--- src/rtl/pcie_link_status_mon.sv ---
// Link-status LEDs, debounced compliance push-button and link-state tracking for Arria V PCIe HIP test designs.
// Define LTSSM_HIST_EN to build the LTSSM change-history ring buffer behind hist_rd_idx/hist_rd_data.
module pcie_link_status_mon #(
  parameter int NUM_LANES  = 4,
  parameter int ALIVE_W    = 25,
  parameter int DBC_W      = 16,
  parameter int EVT_W      = 8,
  parameter int HIST_DEPTH = 8
) (
  input  logic                          pld_clk_clk,
  input  logic                          reset_reset,
  input  logic [4:0]                    ltssm,
  input  logic [3:0]                    neg_width,
  input  logic [1:0]                    cur_speed,
  input  logic                          req_compliance_pb,
  input  logic                          set_compliance_mode,
  output logic [NUM_LANES-1:0]          lane_active_led,
  output logic                          L0_led,
  output logic                          comp_led,
  output logic                          gen2_led,
  output logic                          alive_led,
  output logic                          comp_req,
  output logic                          link_up,
  output logic [EVT_W-1:0]              link_down_cnt,
  output logic [EVT_W-1:0]              recovery_cnt,
  output logic                          width_degraded,
  input  logic [$clog2(HIST_DEPTH)-1:0] hist_rd_idx,
  output logic [4:0]                    hist_rd_data
);

  localparam logic [1:0] COMP_IDLE       = 2'd0;
  localparam logic [1:0] COMP_WAIT_ENTER = 2'd1;
  localparam logic [1:0] COMP_IN_COMP    = 2'd2;
  localparam logic [1:0] COMP_WAIT_EXIT  = 2'd3;

  localparam logic [1:0] LINK_DOWN  = 2'd0;
  localparam logic [1:0] LINK_TRAIN = 2'd1;
  localparam logic [1:0] LINK_UP    = 2'd2;
  localparam logic [1:0] LINK_RECOV = 2'd3;

  localparam logic [4:0] LTSSM_POLL_COMP = 5'h03;
  localparam logic [4:0] LTSSM_CFG_EXIT  = 5'h02;
  localparam logic [4:0] LTSSM_L0        = 5'h0F;

  localparam logic [EVT_W-1:0] EVT_MAX = '1;
  localparam logic [DBC_W-1:0] DBC_ONE = DBC_W'(1);

  logic [ALIVE_W-1:0]   r_heartbeat;
  logic [NUM_LANES-1:0] r_lane_led;
  logic                 r_l0_led;
  logic                 r_comp_led;
  logic                 r_gen2_led;
  logic [DBC_W-1:0]     r_dbc;
  logic                 r_press;
  logic [1:0]           r_comp_state;
  logic                 r_comp_req;
  logic [1:0]           r_link_state;
  logic [EVT_W-1:0]     r_link_down_cnt;
  logic [EVT_W-1:0]     r_recovery_cnt;
  logic                 r_width_degraded;

  logic [3:0]           w_width;
  logic [NUM_LANES-1:0] w_lane_next;
  logic                 w_narrow;
  logic                 w_ltssm_detect;
  logic                 w_ltssm_l0;
  logic                 w_ltssm_recov;

  // Numeric link width from the highest set bit of the one-hot width; 0 means no width reported.
  always_comb begin
    w_width = 4'd0;
    if (neg_width[3]) begin
      w_width = 4'd8;
    end else if (neg_width[2]) begin
      w_width = 4'd4;
    end else if (neg_width[1]) begin
      w_width = 4'd2;
    end else if (neg_width[0]) begin
      w_width = 4'd1;
    end
  end

  always_comb begin
    w_lane_next = r_lane_led;
    if (int'(w_width) > NUM_LANES) begin
      w_lane_next = {NUM_LANES{r_heartbeat[ALIVE_W-1]}};
    end else if (w_width != 4'd0) begin
      for (int i = 0; i < NUM_LANES; i++) begin
        w_lane_next[i] = (i >= int'(w_width));
      end
    end
  end

  assign w_narrow       = (w_width != 4'd0) && (int'(w_width) < NUM_LANES);
  assign w_ltssm_detect = (ltssm <= 5'h01);
  assign w_ltssm_l0     = (ltssm == LTSSM_L0);
  assign w_ltssm_recov  = (ltssm >= 5'h0C) && (ltssm <= 5'h0E);

  always_ff @(posedge pld_clk_clk or posedge reset_reset) begin
    if (reset_reset) begin
      r_heartbeat <= '0;
      r_lane_led  <= '1;
      r_l0_led    <= 1'b1;
      r_comp_led  <= 1'b1;
      r_gen2_led  <= 1'b1;
    end else begin
      r_heartbeat <= r_heartbeat + ALIVE_W'(1);
      r_lane_led  <= w_lane_next;
      r_l0_led    <= ~(ltssm == LTSSM_L0);
      r_comp_led  <= ~(ltssm == LTSSM_POLL_COMP);
      r_gen2_led  <= ~(cur_speed == 2'b10);
    end
  end

  // Press event fires on the single cycle the counter steps from 1 to 0 with the button still released.
  always_ff @(posedge pld_clk_clk or posedge reset_reset) begin
    if (reset_reset) begin
      r_dbc   <= '0;
      r_press <= 1'b0;
    end else begin
      r_press <= req_compliance_pb && (r_dbc == DBC_ONE);
      if (!req_compliance_pb) begin
        r_dbc <= '1;
      end else if (r_dbc != '0) begin
        r_dbc <= r_dbc - DBC_W'(1);
      end
    end
  end

  always_ff @(posedge pld_clk_clk or posedge reset_reset) begin
    if (reset_reset) begin
      r_comp_state <= COMP_IDLE;
      r_comp_req   <= 1'b0;
    end else begin
      r_comp_req <= 1'b0;
      if (!set_compliance_mode) begin
        r_comp_state <= COMP_IDLE;
      end else begin
        case (r_comp_state)
          COMP_IDLE: begin
            if (r_press) begin
              r_comp_req   <= 1'b1;
              r_comp_state <= COMP_WAIT_ENTER;
            end
          end
          COMP_WAIT_ENTER: begin
            if (ltssm == LTSSM_POLL_COMP) begin
              r_comp_state <= COMP_IN_COMP;
            end
          end
          COMP_IN_COMP: begin
            if (r_press) begin
              r_comp_req   <= 1'b1;
              r_comp_state <= COMP_WAIT_EXIT;
            end
          end
          COMP_WAIT_EXIT: begin
            if (ltssm == LTSSM_CFG_EXIT) begin
              r_comp_state <= COMP_IDLE;
            end
          end
          default: r_comp_state <= COMP_IDLE;
        endcase
      end
    end
  end

  // Degradation is judged only on cycles that enter UP, from either TRAIN or RECOV.
  always_ff @(posedge pld_clk_clk or posedge reset_reset) begin
    if (reset_reset) begin
      r_link_state     <= LINK_DOWN;
      r_link_down_cnt  <= '0;
      r_recovery_cnt   <= '0;
      r_width_degraded <= 1'b0;
    end else begin
      case (r_link_state)
        LINK_DOWN: begin
          if (!w_ltssm_detect) begin
            r_link_state <= LINK_TRAIN;
          end
        end
        LINK_TRAIN: begin
          if (w_ltssm_l0) begin
            r_link_state <= LINK_UP;
            if (w_narrow) begin
              r_width_degraded <= 1'b1;
            end
          end else if (w_ltssm_detect) begin
            r_link_state <= LINK_DOWN;
          end
        end
        LINK_UP: begin
          if (w_ltssm_recov) begin
            r_link_state <= LINK_RECOV;
            if (r_recovery_cnt != EVT_MAX) begin
              r_recovery_cnt <= r_recovery_cnt + EVT_W'(1);
            end
          end else if (w_ltssm_detect) begin
            r_link_state <= LINK_DOWN;
            if (r_link_down_cnt != EVT_MAX) begin
              r_link_down_cnt <= r_link_down_cnt + EVT_W'(1);
            end
          end
        end
        LINK_RECOV: begin
          if (w_ltssm_l0) begin
            r_link_state <= LINK_UP;
            if (w_narrow) begin
              r_width_degraded <= 1'b1;
            end
          end else if (w_ltssm_detect) begin
            r_link_state <= LINK_DOWN;
            if (r_link_down_cnt != EVT_MAX) begin
              r_link_down_cnt <= r_link_down_cnt + EVT_W'(1);
            end
          end
        end
        default: r_link_state <= LINK_DOWN;
      endcase
    end
  end

`ifdef LTSSM_HIST_EN
  localparam int IDX_W = $clog2(HIST_DEPTH);

  logic [4:0]       r_hist [HIST_DEPTH];
  logic [IDX_W-1:0] r_wptr;
  logic [4:0]       r_prev_ltssm;
  logic [4:0]       r_hist_rd_data;
  logic [IDX_W-1:0] w_rd_ptr;

  // Index 0 is the newest entry, i.e. the slot just behind the write pointer.
  assign w_rd_ptr = r_wptr - IDX_W'(1) - hist_rd_idx;

  always_ff @(posedge pld_clk_clk or posedge reset_reset) begin
    if (reset_reset) begin
      for (int i = 0; i < HIST_DEPTH; i++) begin
        r_hist[i] <= 5'h00;
      end
      r_wptr         <= '0;
      r_prev_ltssm   <= 5'h00;
      r_hist_rd_data <= 5'h00;
    end else begin
      r_prev_ltssm   <= ltssm;
      r_hist_rd_data <= r_hist[w_rd_ptr];
      if (ltssm != r_prev_ltssm) begin
        r_hist[r_wptr] <= ltssm;
        r_wptr         <= r_wptr + IDX_W'(1);
      end
    end
  end

  assign hist_rd_data = r_hist_rd_data;
`else
  logic w_unused_hist_idx;

  assign w_unused_hist_idx = ^hist_rd_idx;
  assign hist_rd_data      = 5'h00;
`endif

  assign lane_active_led = r_lane_led;
  assign L0_led          = r_l0_led;
  assign comp_led        = r_comp_led;
  assign gen2_led        = r_gen2_led;
  assign alive_led       = r_heartbeat[ALIVE_W-1];
  assign comp_req        = r_comp_req;
  assign link_up         = (r_link_state == LINK_UP);
  assign link_down_cnt   = r_link_down_cnt;
  assign recovery_cnt    = r_recovery_cnt;
  assign width_degraded  = r_width_degraded;

endmodule

--- config.mk ---
export PLATFORM = sky130hd
export DESIGN_NAME = pcie_link_status_mon
export DESIGN_NICKNAME = d
export VERILOG_FILES = /design/src/rtl/pcie_link_status_mon.sv
export SDC_FILE = /design/constraint.sdc
export NUM_CORES = 1
export LEC_CHECK = 0
export CORE_ASPECT_RATIO = 0.8
export CORE_UTILIZATION = 54
export CTS_CLUSTER_SIZE = 10
export DETAILED_ROUTE_END_ITERATION = 7
export PLACE_DENSITY_LB_ADDON = 0.15
export SLEW_MARGIN = 40
export SYNTH_ARGS = -nofsm -noshare
export SYNTH_HDL_FRONTEND = slang
export SYNTH_SLANG_ARGS = --single-unit
--- constraint.sdc ---
create_clock -name pld_clk_clk -period 2.73 [get_ports pld_clk_clk]
set_input_delay 0.4095 -clock pld_clk_clk [delete_from_list [all_inputs] [get_ports pld_clk_clk]]
set_output_delay 0.4095 -clock pld_clk_clk [all_outputs]
set_load 0.05 [all_outputs]
After elaboration in Yosys (flattened, before gate mapping):

Index checks and enable logic that the tools add are counted.

* register bits after elaboration: 71
* input bits: 18
* output and inout bits: 32
* word-level logic and storage cells: 92

* add/sub/neg operators: 4
* $lt $le $gt $ge: 9
* equality and inequality tests: 21
* mux-type cells: 27
* bitwise operators: 3
* reductions and logical operators: 15

Operators by type and width (count)
* 2-to-1 mux 16 bit: 2
* 2-to-1 mux 8 bit: 4
* adder 25 x 1 -> 25 bit, second input constant: 1
* 2-to-1 mux 2 bit: 10
* adder 8 x 1 -> 8 bit, second input constant: 2
* == test 16 x 1 -> 1 bit, second input constant: 1
* != test 8 bit, second input constant: 2
* one-hot mux 8 bit (2 select lines): 1
* nonzero test 16 bit: 1
* subtractor 16 x 1 -> 16 bit, second input constant: 1
* 2-to-1 mux 4 bit: 3
* != test 3 bit, second input constant: 4
* == test 2 bit, second input constant: 5
* == test 5 x 2 -> 1 bit, second input constant: 2
* AND reduction 3 bit: 3
* greater-or-equal comparator 1 x 4 -> 1 bit, first input constant: 2
* greater-or-equal comparator 2 x 4 -> 1 bit, first input constant: 2
* one-hot mux 2 bit (4 select lines): 1
* != test 2 bit, second input constant: 3
* one-hot mux 2 bit (3 select lines): 1
* == test 5 x 4 -> 1 bit, second input constant: 1
* greater-or-equal comparator 5 x 4 -> 1 bit, second input constant: 1
* less-or-equal comparator 5 x 1 -> 1 bit, second input constant: 1
* less-or-equal comparator 5 x 4 -> 1 bit, second input constant: 1
* 13 further kinds: 24

Longest topological paths before layout:

* word-level depth: 7
* depth in mapped cells: 6
* depth with buffers taken out: 6

Worst setup path after synthesis:

Ideal clock, no wire load.

* kind: register to register
* from: register r_dbc[9]
* to: register r_dbc[0]
* library setup time: 0.128 ns
* arrival: 1.901 ns
* required time: 2.602 ns
* path slack: 0.701 ns
* stages on the path, launching flop included: 6
* path buffers: 1
* period minus slack after synthesis: 2.029 ns
* cells stage by stage: dfrtp_1 -> or4_4 -> or3_1 -> buf_2 -> nor2_8 -> mux2_1

* word-level cells in the longest chain between the ends: 2

Ends and longest elaborated chain
* from (decl): RTL line 53 `logic [DBC_W-1:0] r_dbc;`
* from (signal assigned): RTL line 125 `r_dbc <= r_dbc - DBC_W'(1);`
* nonzero test 16 bit: RTL line 124 `end else if (r_dbc != '0) begin`
* != test 2 x 1 -> 1 bit (no source line)

Every way passes these cells.
A chain may end at the register's enable or synchronous reset.

Final worst setup path:

Same ends and word-level chain as after synthesis.

==> results.md <==
- In this run the count of I/O pins placed on the die edge is 50.
- The xor and xnor area share after synthesis is 8.37%.
- The count of buffers added on input and output ports is 41.
- The final layout contains routed wiring with a total length of between 6 and 7 mm.
- After synthesis, the mean cell area works out to 10.6 µm².
- The number of instances resized during post-cts repair is 0.
- The number of vias after detailed routing is around 2,600.
- No sink is reached through more buffers than the 2 on the longest clock path.
- The sequential element share of the synthesized area is 51.7%.
- The placed cell area is 3970 µm².
- The total congestion overflow is 0.
- The number of antenna violations at the first check in global routing was 0.
- The via count normalized by instance count is 5.53.
- The top achievable clock speed is between 400 and 500 MHz.
- The number of standard-cell rows in the floorplan is 25.
- The final worst setup slack is 512 ps.
- The number of sinks handled by clock tree synthesis is 71.
- By startpoint and endpoint, the worst setup path is classified as reg2reg.
- The number of setup buffers added after CTS is 0.
- The final layout contains around 410 nets.
- The library cell used most frequently in the layout, excluding fill and tap cells, is sky130_fd_sc_hd__dfrtp_1.
- The post-detailed-route count of antenna-violating nets is 0.
- The main flop type after synthesis is sky130_fd_sc_hd__dfrtp_1.
- The post-detailed-placement half-perimeter wirelength is approximately 4.4 mm.
- Dividing the detail-routed wire length by the instance count gives 13.8 µm.
- The synthesized netlist devotes 6.67% of its cell area to compound gates.
- The unique cell type count in the Yosys netlist is 49.
- The worst-skew pair later-pin latency is 350 ps.
- In this run, synthesis produced a sequential element count of 71.
- The initial detailed-routing violation count is 88.
- The smallest clock period supported by the final layout is computed as 2220 ps.
- The number of levels in the clock H-tree is 3.
- Routability-driven placement finished with a final weighted congestion of 0.827.
- The effective utilization at floorplan is ~57%.
- The area growth from synthesis to layout is 22.5%.
- The final worst-path cycle share is 81.3%.
- The worst-case setup slack after placement is roughly 420 ps.
- The required time of the critical path is 2960 ps.
- Setup violations remaining at the end of the flow were counted as 0.
- The top cell types in the final layout, fill and taps aside, are sky130_fd_sc_hd__dfrtp_1, sky130_fd_sc_hd__clkdlybuf4s50_1, sky130_fd_sc_hd__nand2_1.
- After Yosys synthesis, full adders, half adders and majority gates account for 3.62% of the synthesized area.
- The share of cells above drive strength 1 is 9.66%.
- The dominant combinational cell family by area after synthesis is simple AND/OR/NAND/NOR gates.
- The via count of the first global-routing pass is 2,424.
- The share of cell area taken by muxes after synthesis is approximately 2.5%.
- Of the total synthesized cell area, the portion taken by AND, OR, NAND and NOR gates is 24.2%.
- The die is 91.4 µm wide.
- The remaining routing DRC violations is 0.
- The synthesized design contains 0 enable-type register cells.
- The tightest slew margin relative to the limit is a little under three fifths.
- The yosys synthesis warning count is 0.
- The worst setup path is launched from a register.
- The pre-antenna-repair detailed-routing pass consisted of 4 iterations.
- Data on the critical path arrives at its endpoint at 2450 ps.
- The number of pins exceeding their max-slew limit in the final report is 0.
- Max-cap violations in this run came to 0.
- The synthesized instance count is 326.
- The number of hold violations in the final report is 0.
- The slew of the pin with the lowest slew margin is 667 ps.
- The largest vdd supply drop is 0.418 mV.
- The root buffer cell is sky130_fd_sc_hd__clkbuf_8.
- After clock tree synthesis, the clock-pin slew on the worst setup and hold paths is ~70 ps.
- Setup repair after global routing left no endpoint under its margin.
- The floorplan die area is 6720 µm².
- The first-pass GRT wire length is 11.2 mm.
- TritonCTS built the clock tree.
- The flow ran to the end, and the final reports show no timing, DRC or antenna violations.
- The class of the most critical hold timing path is in2async.
- The fraction of registers with async set/reset is 100%.
- The mapped cell area is 3450 µm².
- The die boundary height is 73.5 µm.
- Entering global routing, the biggest net connects 32 pins.
- TritonCTS created 9 clock buffers.
- The worst setup path is captured at a register.
- The setup skew after layout is 7.51 ps.
- The leakage power is 1.80 nW.
- The total power density per cell area is 628 nW/µm².
- The largest fanout of any net on the critical path is 7.
- The total non-filler cell area in the finished layout is about 4200 µm².
- The core region is 6040 µm².
- The overall routing resource usage is a little over a fifth.
- Hold repair after CTS inserted 0 buffers.
- The number of antenna cells inserted is 0.
- The setup total negative slack is 0 ps.
synth_stat cells (all sizes together) (2+ instances only):
library cell  count  share of area [%]
nand2            29                3.2
nand3b            5                1.1
dfrtp            64                 46
nor4              7                1.6
nor2b             2               0.36
and2              2               0.36
nor3b             3               0.65
and3             10                1.8
mux2i             2               0.58
nor3             10                1.4
a21oi             4               0.58
or3               6                1.1
o211ai            4               0.87
buf               6                1.2
nand4            12                2.2
ha               10                3.6
a31oi             4               0.72
inv              10                1.1
o31ai             4               0.87
xor2             12                3.0
nor2             18                2.4
or4               4               0.98
o21bai            3               0.65
nand3            25                3.6
o21ai            10                1.4
dfstp             7                5.3
nor4b             4                1.2
xnor2            21                5.3
clkbuf            4               0.43
mux2              6                2.0
nand2b            7                1.3
sequential cells by signal, indices dropped and copies added, names as in the netlist:
name             cells
recovery_cnt         8
L0_led               1
comp_req             1
link_down_cnt        8
gen2_led             1
r_heartbeat         25
lane_active_led      4
r_press              1
r_comp_state         2
r_dbc               16
width_degraded       1
comp_led             1
r_link_state         2
kinds of logic (layout without fill, tap and decap cells):
| family | Yosys count | in the layout |
|---|---|---|
| other | 1 | 5 |
| and+or+nand+nor | 148 | 148 |
| xor gates and xnor gates | 33 | 33 |
| buffers and inverters | 20 | 73 |
| AOI/OAI and AO/OA | 35 | 35 |
| DFF | 71 | 71 |
| muxes | 8 | 8 |
| adders and majority gates | 10 | 10 |
metal layers:
layer | track usage, % | routed length, µm
met5 | 0 | 0
met4 | 7.41 | 80
met3 | 6.11 | 280
met2 | 34.8 | 2950
met1 | 28.7 | 3100
critical path: stages (launching register included):
cell and delay [ps]:
sky130_fd_sc_hd__dfrtp_1 430, sky130_fd_sc_hd__or4_4 600, sky130_fd_sc_hd__or3_1 540, sky130_fd_sc_hd__nor2_8 200, sky130_fd_sc_hd__mux2_1 330
through the flow:
| stage | utilization, % | hold WS, ps | power [mW] | std cells |
|---|---|---|---|---|
| after floorplan | - | 437 | 1.46 | 330 |
| after global placement | 65.7 | 451 | 1.60 | 448 |
| after detailed placement | 65.7 | 455 | 1.61 | 448 |
| after CTS | 70.1 | 299 | 2.69 | 464 |
| after global routing | 70.1 | 313 | 2.78 | 464 |
| final | 70.1 | 299 | 2.66 | 464 |
path summary, 6_finish.rpt:
check / cells past startpoint / endpoint / slack [ps] / from
min: 2 / r_heartbeat[4] / 300 / reset_reset
max in group asynchronous: 3 / gen2_led / 1740 / reset_reset
min reg2reg: 1 / r_heartbeat[15] / 470 / r_heartbeat[15]
max: 4 / r_dbc[0] / 510 / r_dbc[9]
max reg2reg: 4 / r_dbc[0] / 510 / r_dbc[9]
min in group pld_clk_clk: 1 / r_heartbeat[15] / 470 / r_heartbeat[15]
layout make-up:
| type | count | area [µm²] |
|---|---|---|
| clock buffer | 12 | 165 |
| clock inverter | 4 | 98.8 |
| fill | 470 | 1810 |
| inverter | 10 | 37.5 |
| multi-input combinational | 239 | 1590 |
| sequential | 71 | 1790 |
| tap | 81 | 101 |
| timing repair buffer | 47 | 455 |
power by group:
part,total (mW),switching (mW),internal (mW),leakage [nW]
sequential,1.17,0.0674,1.10,0.859
clock,1.07,0.388,0.685,0.133
combinational,0.412,0.263,0.149,0.808
total,2.66,0.719,1.94,1.80
Power figures use the tool's default switching activity.
